===== src/rtl/demux_reg16_32_pkg.sv =====
// Shared constants, state encoding and helpers for the demux_reg16_32 write-side register bank.
// Optional byte-strobe support is selected with the DEMUX_REG16_STRB_EN macro.
package demux_reg16_32_pkg;

  localparam int N_WORDS = 16;
  localparam int WORD_W  = 32;
  localparam int SEL_W   = 4;
  localparam int STRB_W  = 4;

  typedef enum logic [0:0] {
    ST_IDLE  = 1'b0,
    ST_CLEAR = 1'b1
  } state_t;

  // Expand per-byte strobes into a bit mask covering the whole word.
  function automatic logic [WORD_W-1:0] strb_to_mask(input logic [STRB_W-1:0] strb);
    logic [WORD_W-1:0] mask;
    mask = {WORD_W{1'b0}};
    for (int b = 0; b < STRB_W; b++) begin
      mask[8*b +: 8] = {8{strb[b]}};
    end
    return mask;
  endfunction

endpackage


===== src/rtl/demux_reg16_32_dec.sv =====
// 4-to-16 one-hot decoder with enable; all outputs low when disabled.
module demux_reg16_32_dec
  import demux_reg16_32_pkg::*;
(
  input  logic               en,
  input  logic [SEL_W-1:0]   idx,
  output logic [N_WORDS-1:0] hot
);

  // Drive exactly one output high for the selected index while enabled.
  always_comb begin
    hot = {N_WORDS{1'b0}};
    if (en) begin
      hot[idx] = 1'b1;
    end else begin
      hot = {N_WORDS{1'b0}};
    end
  end

endmodule


===== src/rtl/demux_reg16_32.sv =====
// Addressed write path into sixteen 32-bit holding registers with a
// one-word-per-cycle clear sweep. All registers are presented in parallel on q.
// Define DEMUX_REG16_STRB_EN to add the wr_strb byte-strobe port.
module demux_reg16_32
  import demux_reg16_32_pkg::*;
(
  input  logic                       clk,
  input  logic                       rst,
  input  logic                       wr_valid,
  output logic                       wr_ready,
  input  logic [SEL_W-1:0]           wr_sel,
  input  logic [WORD_W-1:0]          wr_data,
`ifdef DEMUX_REG16_STRB_EN
  input  logic [STRB_W-1:0]          wr_strb,
`endif
  input  logic                       clr_req,
  output logic                       clr_busy,
  output logic                       clr_done,
  output logic [N_WORDS*WORD_W-1:0]  q,
  output logic [N_WORDS-1:0]         q_vld
);

  state_t                           state_r;
  logic [SEL_W-1:0]                 cnt_r;
  logic                             clr_busy_r;
  logic                             clr_done_r;
  logic [N_WORDS-1:0][WORD_W-1:0]   bank_r;
  logic [N_WORDS-1:0]               vld_r;

  logic                             wr_ready_s;
  logic                             accept_s;
  logic                             sweep_en_s;
  logic [N_WORDS-1:0]               wr_hot_s;
  logic [N_WORDS-1:0]               clr_hot_s;
  logic [WORD_W-1:0]                wr_mask_s;
  logic                             vld_set_s;

  // Writes are only taken in IDLE, outside reset, and never alongside a clear request.
  always_comb begin
    wr_ready_s = 1'b0;
    if (!rst && (state_r == ST_IDLE) && !clr_req) begin
      wr_ready_s = 1'b1;
    end else begin
      wr_ready_s = 1'b0;
    end
  end

  assign accept_s   = wr_valid && wr_ready_s;
  assign sweep_en_s = (state_r == ST_CLEAR);

  // Byte mask and valid-flag update applied to the accepted write.
  always_comb begin
    wr_mask_s = {WORD_W{1'b1}};
    vld_set_s = 1'b1;
`ifdef DEMUX_REG16_STRB_EN
    wr_mask_s = strb_to_mask(wr_strb);
    if (wr_strb != {STRB_W{1'b0}}) begin
      vld_set_s = 1'b1;
    end else begin
      vld_set_s = 1'b0;
    end
`else
    wr_mask_s = {WORD_W{1'b1}};
    vld_set_s = 1'b1;
`endif
  end

  demux_reg16_32_dec u_wr_dec (
    .en  (accept_s),
    .idx (wr_sel),
    .hot (wr_hot_s)
  );

  demux_reg16_32_dec u_clr_dec (
    .en  (sweep_en_s),
    .idx (cnt_r),
    .hot (clr_hot_s)
  );

  // Sweep sequencer: IDLE <-> CLEAR with registered busy/done flags.
  always_ff @(posedge clk) begin
    if (rst) begin
      state_r    <= ST_IDLE;
      cnt_r      <= {SEL_W{1'b0}};
      clr_busy_r <= 1'b0;
      clr_done_r <= 1'b0;
    end else begin
      case (state_r)
        ST_IDLE: begin
          clr_done_r <= 1'b0;
          cnt_r      <= {SEL_W{1'b0}};
          if (clr_req) begin
            state_r    <= ST_CLEAR;
            clr_busy_r <= 1'b1;
          end else begin
            state_r    <= ST_IDLE;
            clr_busy_r <= 1'b0;
          end
        end
        ST_CLEAR: begin
          cnt_r <= cnt_r + 4'd1;
          if (cnt_r == 4'd15) begin
            state_r    <= ST_IDLE;
            clr_busy_r <= 1'b0;
            clr_done_r <= 1'b0;
          end else begin
            state_r    <= ST_CLEAR;
            clr_busy_r <= 1'b1;
            clr_done_r <= (cnt_r == 4'd14);
          end
        end
        default: begin
          state_r    <= ST_IDLE;
          cnt_r      <= {SEL_W{1'b0}};
          clr_busy_r <= 1'b0;
          clr_done_r <= 1'b0;
        end
      endcase
    end
  end

  // Holding registers: sweep zeroes one word per cycle, otherwise accepted writes land.
  always_ff @(posedge clk) begin
    if (rst) begin
      bank_r <= {(N_WORDS*WORD_W){1'b0}};
      vld_r  <= {N_WORDS{1'b0}};
    end else begin
      for (int i = 0; i < N_WORDS; i++) begin
        if (clr_hot_s[i]) begin
          bank_r[i] <= {WORD_W{1'b0}};
          vld_r[i]  <= 1'b0;
        end else if (wr_hot_s[i]) begin
          bank_r[i] <= (bank_r[i] & ~wr_mask_s) | (wr_data & wr_mask_s);
          vld_r[i]  <= vld_r[i] | vld_set_s;
        end else begin
          bank_r[i] <= bank_r[i];
          vld_r[i]  <= vld_r[i];
        end
      end
    end
  end

  assign wr_ready = wr_ready_s;
  assign clr_busy = clr_busy_r;
  assign clr_done = clr_done_r;
  assign q        = bank_r;
  assign q_vld    = vld_r;

endmodule


===== config.mk =====
export PLATFORM = sky130hd
export DESIGN_NAME = demux_reg16_32
export DESIGN_NICKNAME = d
export VERILOG_FILES = /design/src/rtl/demux_reg16_32_pkg.sv /design/src/rtl/demux_reg16_32_dec.sv /design/src/rtl/demux_reg16_32.sv
export SDC_FILE = /design/constraint.sdc
export NUM_CORES = 1
export LEC_CHECK = 0
export ABC_CLOCK_PERIOD_IN_PS = 1950
export BUFFER_PORTS_ARGS = -buffer_cell sky130_fd_sc_hd__buf_4
export CORE_AREA = 3 3 222 224
export DETAILED_ROUTE_END_ITERATION = 8
export DIE_AREA = 0 0 225 227
export HOLD_SLACK_MARGIN = 0.08
export PLACE_DENSITY_LB_ADDON = 0.15
export SKIP_LAST_GASP = 1
export SLEW_MARGIN = 20
export SYNTH_ARGS = -nofsm -noshare
export SYNTH_HDL_FRONTEND = slang
export SYNTH_SLANG_ARGS = --single-unit

===== constraint.sdc =====
create_clock -name clk -period 1.95 [get_ports clk]
set_input_delay 0.39 -clock clk [delete_from_list [all_inputs] [get_ports clk]]
set_output_delay 0.39 -clock clk [all_outputs]
set_load 0.005 [all_outputs]

Yosys cells after proc, flatten, opt, wreduce, memory -nomap -nowiden:

Index checks and enable logic that the tools add are counted.

* add/subtract/negate cells: 1
* magnitude comparators: 4
* eq/ne operators: 2
* mux-type cells: 13
* bitwise operators: 1
* reduce and logical (&&, ||, !) cells: 23

Operators with widths (count)
* $mux 16: 2
* $reduce_or 2->1: 16
* $lt 4x5->1 const B: 2
* $demux 1 s4: 2
* $eq 4x4->1 const B: 2
* $ge 4x1->1 const B: 2
* $pmux 4 s2: 1
* $mux 1: 6
* $logic_and 1x1->1: 5
* $add 4x1->4 const B: 1
* $pmux 1 s2: 2
* $logic_not 1->1: 2
* $not 1->1: 1

* register bits after elaboration: 534
* input bits: 40
* output and inout port bits: 531
* word-level logic and storage cells: 79

Logic depth before layout (Yosys ltp):

* depth after elaboration: 6
* mapped depth: 7
* gate-level depth less buffers: 5

Hierarchy:

Synthesis repeated with hierarchy kept, for this count alone.

* cell total of the unflattened synthesis: 1832
* area total of the unflattened synthesis: 20474.6 µm²

Modules (own cells, without submodules)
* demux_reg16_32: instances 1, cells each 1786, area each 20236.9 µm², seq. area each 10690.3 µm²
* demux_reg16_32_dec (u_clr_dec): instances 1, cells each 23, area each 120.1 µm², seq. area each 0.0 µm²
* demux_reg16_32_dec (u_wr_dec): instances 1, cells each 23, area each 117.6 µm², seq. area each 0.0 µm²

Worst setup path before layout:

Ideal clock, no wire load.

* path kind: input port to flip-flop
* start: input port rst
* end: register bank_r, in the netlist q[102]
* library setup time: 0.132 ns
* arrival time: 1.561 ns
* required time: 1.818 ns
* setup slack: 0.257 ns
* stages on the path: 6
* path buffers: 3
* cells stage by stage: or4b_1 buf_2 buf_6 buf_4 o21ai_1 a21oi_1

* cells in the longest elaborated chain, start to end: 6
* elaborated cells between the ends (all ways): 7
* those cells by class: mux (2); reduce/logical (5)

RTL lines
* start: declaration: line demux_reg16_32.sv:8 `input logic rst,`
* $logic_not 1->1: line demux_reg16_32.sv:41 `if (!rst && (state_r == ST_IDLE) && !clr_req) begin`
* $logic_and 1x1->1 (2 in series): line demux_reg16_32.sv:41
* $mux 1: line demux_reg16_32.sv:41
* $logic_and 1x1->1: line demux_reg16_32.sv:48 `assign accept_s = wr_valid && wr_ready_s;`
* $mux 16: line demux_reg16_32_dec.sv:13 `if (en) begin`
* end signal: assignment: line demux_reg16_32.sv:125 `bank_r <= {(N_WORDS*WORD_W){1'b0}};`
* end signal: indexed assignment: line demux_reg16_32.sv:130 `bank_r[i] <= {WORD_W{1'b0}};`
* end signal: indexed assignment: line demux_reg16_32.sv:133 `bank_r[i] <= (bank_r[i] & ~wr_mask_s) | (wr_data & wr_mask_s);`
* end: declaration: line demux_reg16_32.sv:27 `logic [N_WORDS-1:0][WORD_W-1:0] bank_r;`

Several ways; a longest one is shown, not always the timed one.
A chain may end at the register's enable or synchronous reset.

Worst setup path in the final report:

* start: input port clr_req
* end: register bank_r, in the netlist q[58]

* cells in the longest elaborated chain, start to end: 5

RTL lines
* start: declaration: line demux_reg16_32.sv:16 `input logic clr_req,`
* $logic_not 1->1: line demux_reg16_32.sv:41
* $logic_and 1x1->1: line demux_reg16_32.sv:41
* $mux 1: line demux_reg16_32.sv:41
* $logic_and 1x1->1: line demux_reg16_32.sv:48
* $mux 16: line demux_reg16_32_dec.sv:13

No other way between the ends.

==> summary.txt <==
Outcome
  – Status: finished clean

Setup path
  – Required @ worst endpoint: 2410 ps
  – Worst Path Arrival: 2380 ps
  – CP peak stage delay: 530 ps
  – Reg2Reg Depth: 7
  – WP depth: 7
  – Worst path buffer plus inverter count: 4
  – Worst path most repeated cell: buf_4
  – CP delay by family, top: buffers and inverters
  – Crit end category: flip-flop
  – CP max-delay cell: dlygate4sd3_1
  – Crit-path max FO: 48
  – Setup CP Type: in2reg
  – Cell breakdown of the critical path: dlygate4sd3_1 > buf_4 > or4b_4 > buf_12 > buf_4 > o21ai_0 > a21oi_1
  – Critical path launch point type: input pin

Timing
  – Rel. slew slack: 41.9%
  – Post-route minimum period: 1910 ps
  – Hold Slack: 221 ps
  – Fmax: 522 MHz
  – RSZ-0062 raised after global routing: true
  – # setup viols final: 0
  – Clk_skew: 37.0 ps
  – Period utilization: 98.2%
  – Final Hold Fails: 0
  – Fin. max-slew vios: 0
  – Final TNS setup: 0 ps
  – Worst Max-Slew Pin Slew: 871 ps
  – Worst Setup Slack, final: 35.9 ps

Global route
  – Initial antenna violation count: 2
  – First-pass GRT wire length: 131000 µm
  – Number of global-route vias before repair: 20100
  – All-Layer GR Usage: 33.5%
  – Largest net degree at the start of global routing: 70
  – GRT overflow: 0

Floorplan
  – I/O pins: 571
  – Core area: 47500 µm²
  – Chip Width: 225 µm
  – DIE AREA: 51100 µm²
  – Row cnt: 80
  – Chip height: 227 µm
  – Starting density of the core: 44.3%

Routing
  – Iter 0 DRT Violations: 2703
  – Vias post-DR: 21800
  – Total Wirelength: 91000 µm
  – Initial DRT Pass Iterations: 7
  – DRC: 0
  – DR WL/cell: 25.5 µm
  – Vias/cell: 6.12
  – Routed Antenna Nets: 0

Job
  – Max-cap violations: 0

Yosys
  – Synth warn: 0
  – Syn nets: 2573
  – Yosys reg bits: 534
  – Post-Syn Area: 21100 µm²
  – Seq/Total Area, Yosys: 50.7%
  – Unique cell type count in the Yosys netlist: 31
  – Avg Inst Size Synth: 8.33 µm²
  – Syn Inst Count: 2529

Layout
  – Share of layout cells above drive strength 1: 26.7%
  – Filler Cell Count: 4203
  – Commonest non-fill, non-tap cell in the layout: buf_4
  – Fin nets: 2954
  – Reg area: 10700 µm²
  – Commonest non-fill, non-tap cells in the layout: buf_4, dfxtp_1, a21oi_1
  – Multi-input logic area: 8590 µm²
  – Area grow syn2layout: 31.0%
  – Core Util, Final: 58.1%
  – Final instance area: 27600 µm²

Clocking
  – CTS tree: done
  – CTS Sinks: 534
  – Clock Path Buffers: 3
  – Cts bufs inserted: 55
  – H-tree depth: 2
  – Worst-Skew Late Latency: 620 ps
  – Root Buffer: clkbuf_16
  – Worst-path clk slew: 70 ps

Place
  – Final Wtd Congestion: 0.849
  – Placed inst area: 25700 µm²
  – HPWL Detailed: 56100 µm
  – PortBufs: 570
  – Post-place setup slack: -53.6 ps

Power
  – Static leakage: 10.3 nW
  – Power Dens Cells: 848 nW/µm²
  – Peak VDD IR: 0.751 mV

Min path
  – Worst hold-check path type: in2reg
  – Hold path depth: 3
where the power goes:
group	switching, mW	total, mW	internal [mW]
Clock	4.54	10.9	6.32
Sequential	0.0254	11.0	10.9
Combinational	1.20	1.57	0.369
logic make-up (layout without fill, tap and decap cells):
| kind of cell | count (synthesis) | in the layout | synth area share (%) |
|---|---|---|---|
| adders and majority gates | 4 | 4 | 0.237 |
| xor gates and xnor gates | 2 | 2 | 0.0831 |
| and+or+nand+nor | 575 | 575 | 14.8 |
| buffers and inverters | 359 | 783 | 8.82 |
| DFF | 534 | 534 | 50.7 |
| other | 0 | 3 | 0 |
| AOI/OAI and AO/OA | 1055 | 1055 | 25.4 |
state kept, by name, indices dropped and copies added (netlist names):
register / cells
cnt_r: 4
q_vld: 16
q: 512
clr_done: 1
clr_busy: 1
synth_stat cells:
| cell | number | area, µm² |
|---|---|---|
| or4b_4 | 4 | 55.1 |
| nand4b_1 | 4 | 35.0 |
| nand4_1 | 2 | 12.5 |
| nor4b_4 | 3 | 71.3 |
| a31o_2 | 4 | 35.0 |
| nand4bb_1 | 4 | 45.0 |
| a21oi_1 | 528 | 2640 |
| ha_1 | 4 | 50.1 |
| nor4bb_1 | 2 | 20.0 |
| nand2b_1 | 2 | 12.5 |
| o21ai_0 | 32 | 160 |
| inv_1 | 5 | 18.8 |
| nor4_4 | 1 | 21.3 |
| buf_6 | 43 | 484 |
| and4_1 | 1 | 8.76 |
| and4b_1 | 4 | 40.0 |
| xnor2_1 | 2 | 17.5 |
| dfxtp_1 | 534 | 10700 |
| buf_2 | 126 | 631 |
| nor2_1 | 23 | 86.3 |
| and4bb_2 | 4 | 50.1 |
| nor3_1 | 2 | 10.0 |
| clkbuf_1 | 177 | 664 |
| buf_4 | 8 | 60.1 |
| or4_4 | 1 | 11.3 |
| o21ai_1 | 480 | 2400 |
| a41o_1 | 11 | 110 |
| nor4b_2 | 2 | 30.0 |
| or4b_1 | 1 | 10.0 |
| or4bb_1 | 2 | 22.5 |
| nand3_1 | 513 | 2570 |
worst reg2reg max path, cell delays in order (launching register included):
cell and delay (ps):
dfxtp_2 340, buf_4 150, nor4b_4 250, buf_4 180, buf_12 180, buf_16 300
nand3_1 160, a21oi_1 160
worst paths after layout:
path / from / end / slack (ps)
worst max-delay path: clr_req / q[58] / 40
worst min-delay path: wr_data[29] / q[509] / 220
worst max register to register: clr_busy / q[488] / 140
worst min register to register: q_vld[3] / q_vld[3] / 470
final cells by class:
cell class	instances	share of cell area (%)
Timing Repair Buffer	678	20.6
Inverter	5	0.0680
Multi-Input combinational cell	1636	31.1
Tap cell	615	2.79
Clock inverter	17	0.734
Antenna cell	3	0.0272
Clock buffer	83	5.95
Sequential cell	534	38.7
metal layers:
layer,GRT usage [%],wire length (µm),vias to the layer above
met5,0,40,-
met2,51.3,40900,1330
met4,15.2,4300,6
met1,43.9,35000,10500
met3,10.1,10700,214
li1,-,-,9795
through the flow:
step / total power [mW] / cells
after global routing: 23.9 / 3568
after floorplan: 12.0 / 2529
final: 23.4 / 3571
after global placement: 12.7 / 3466
after detailed placement: 12.7 / 3466
after CTS: 23.4 / 3567
repair_timing:
| item | 4_1_cts | 5_1_grt |
|---|---|---|
| hold buffers | 1 | 0 |
| pin swaps | 0 | 2 |
| resized for setup | 6 | 3 |
| hold endpoints to repair | 1 | 0 |
| endpoints found under the setup margin | 1 | 16 |
| setup buffers | 0 | 1 |
(Power assumes the default switching activity.)
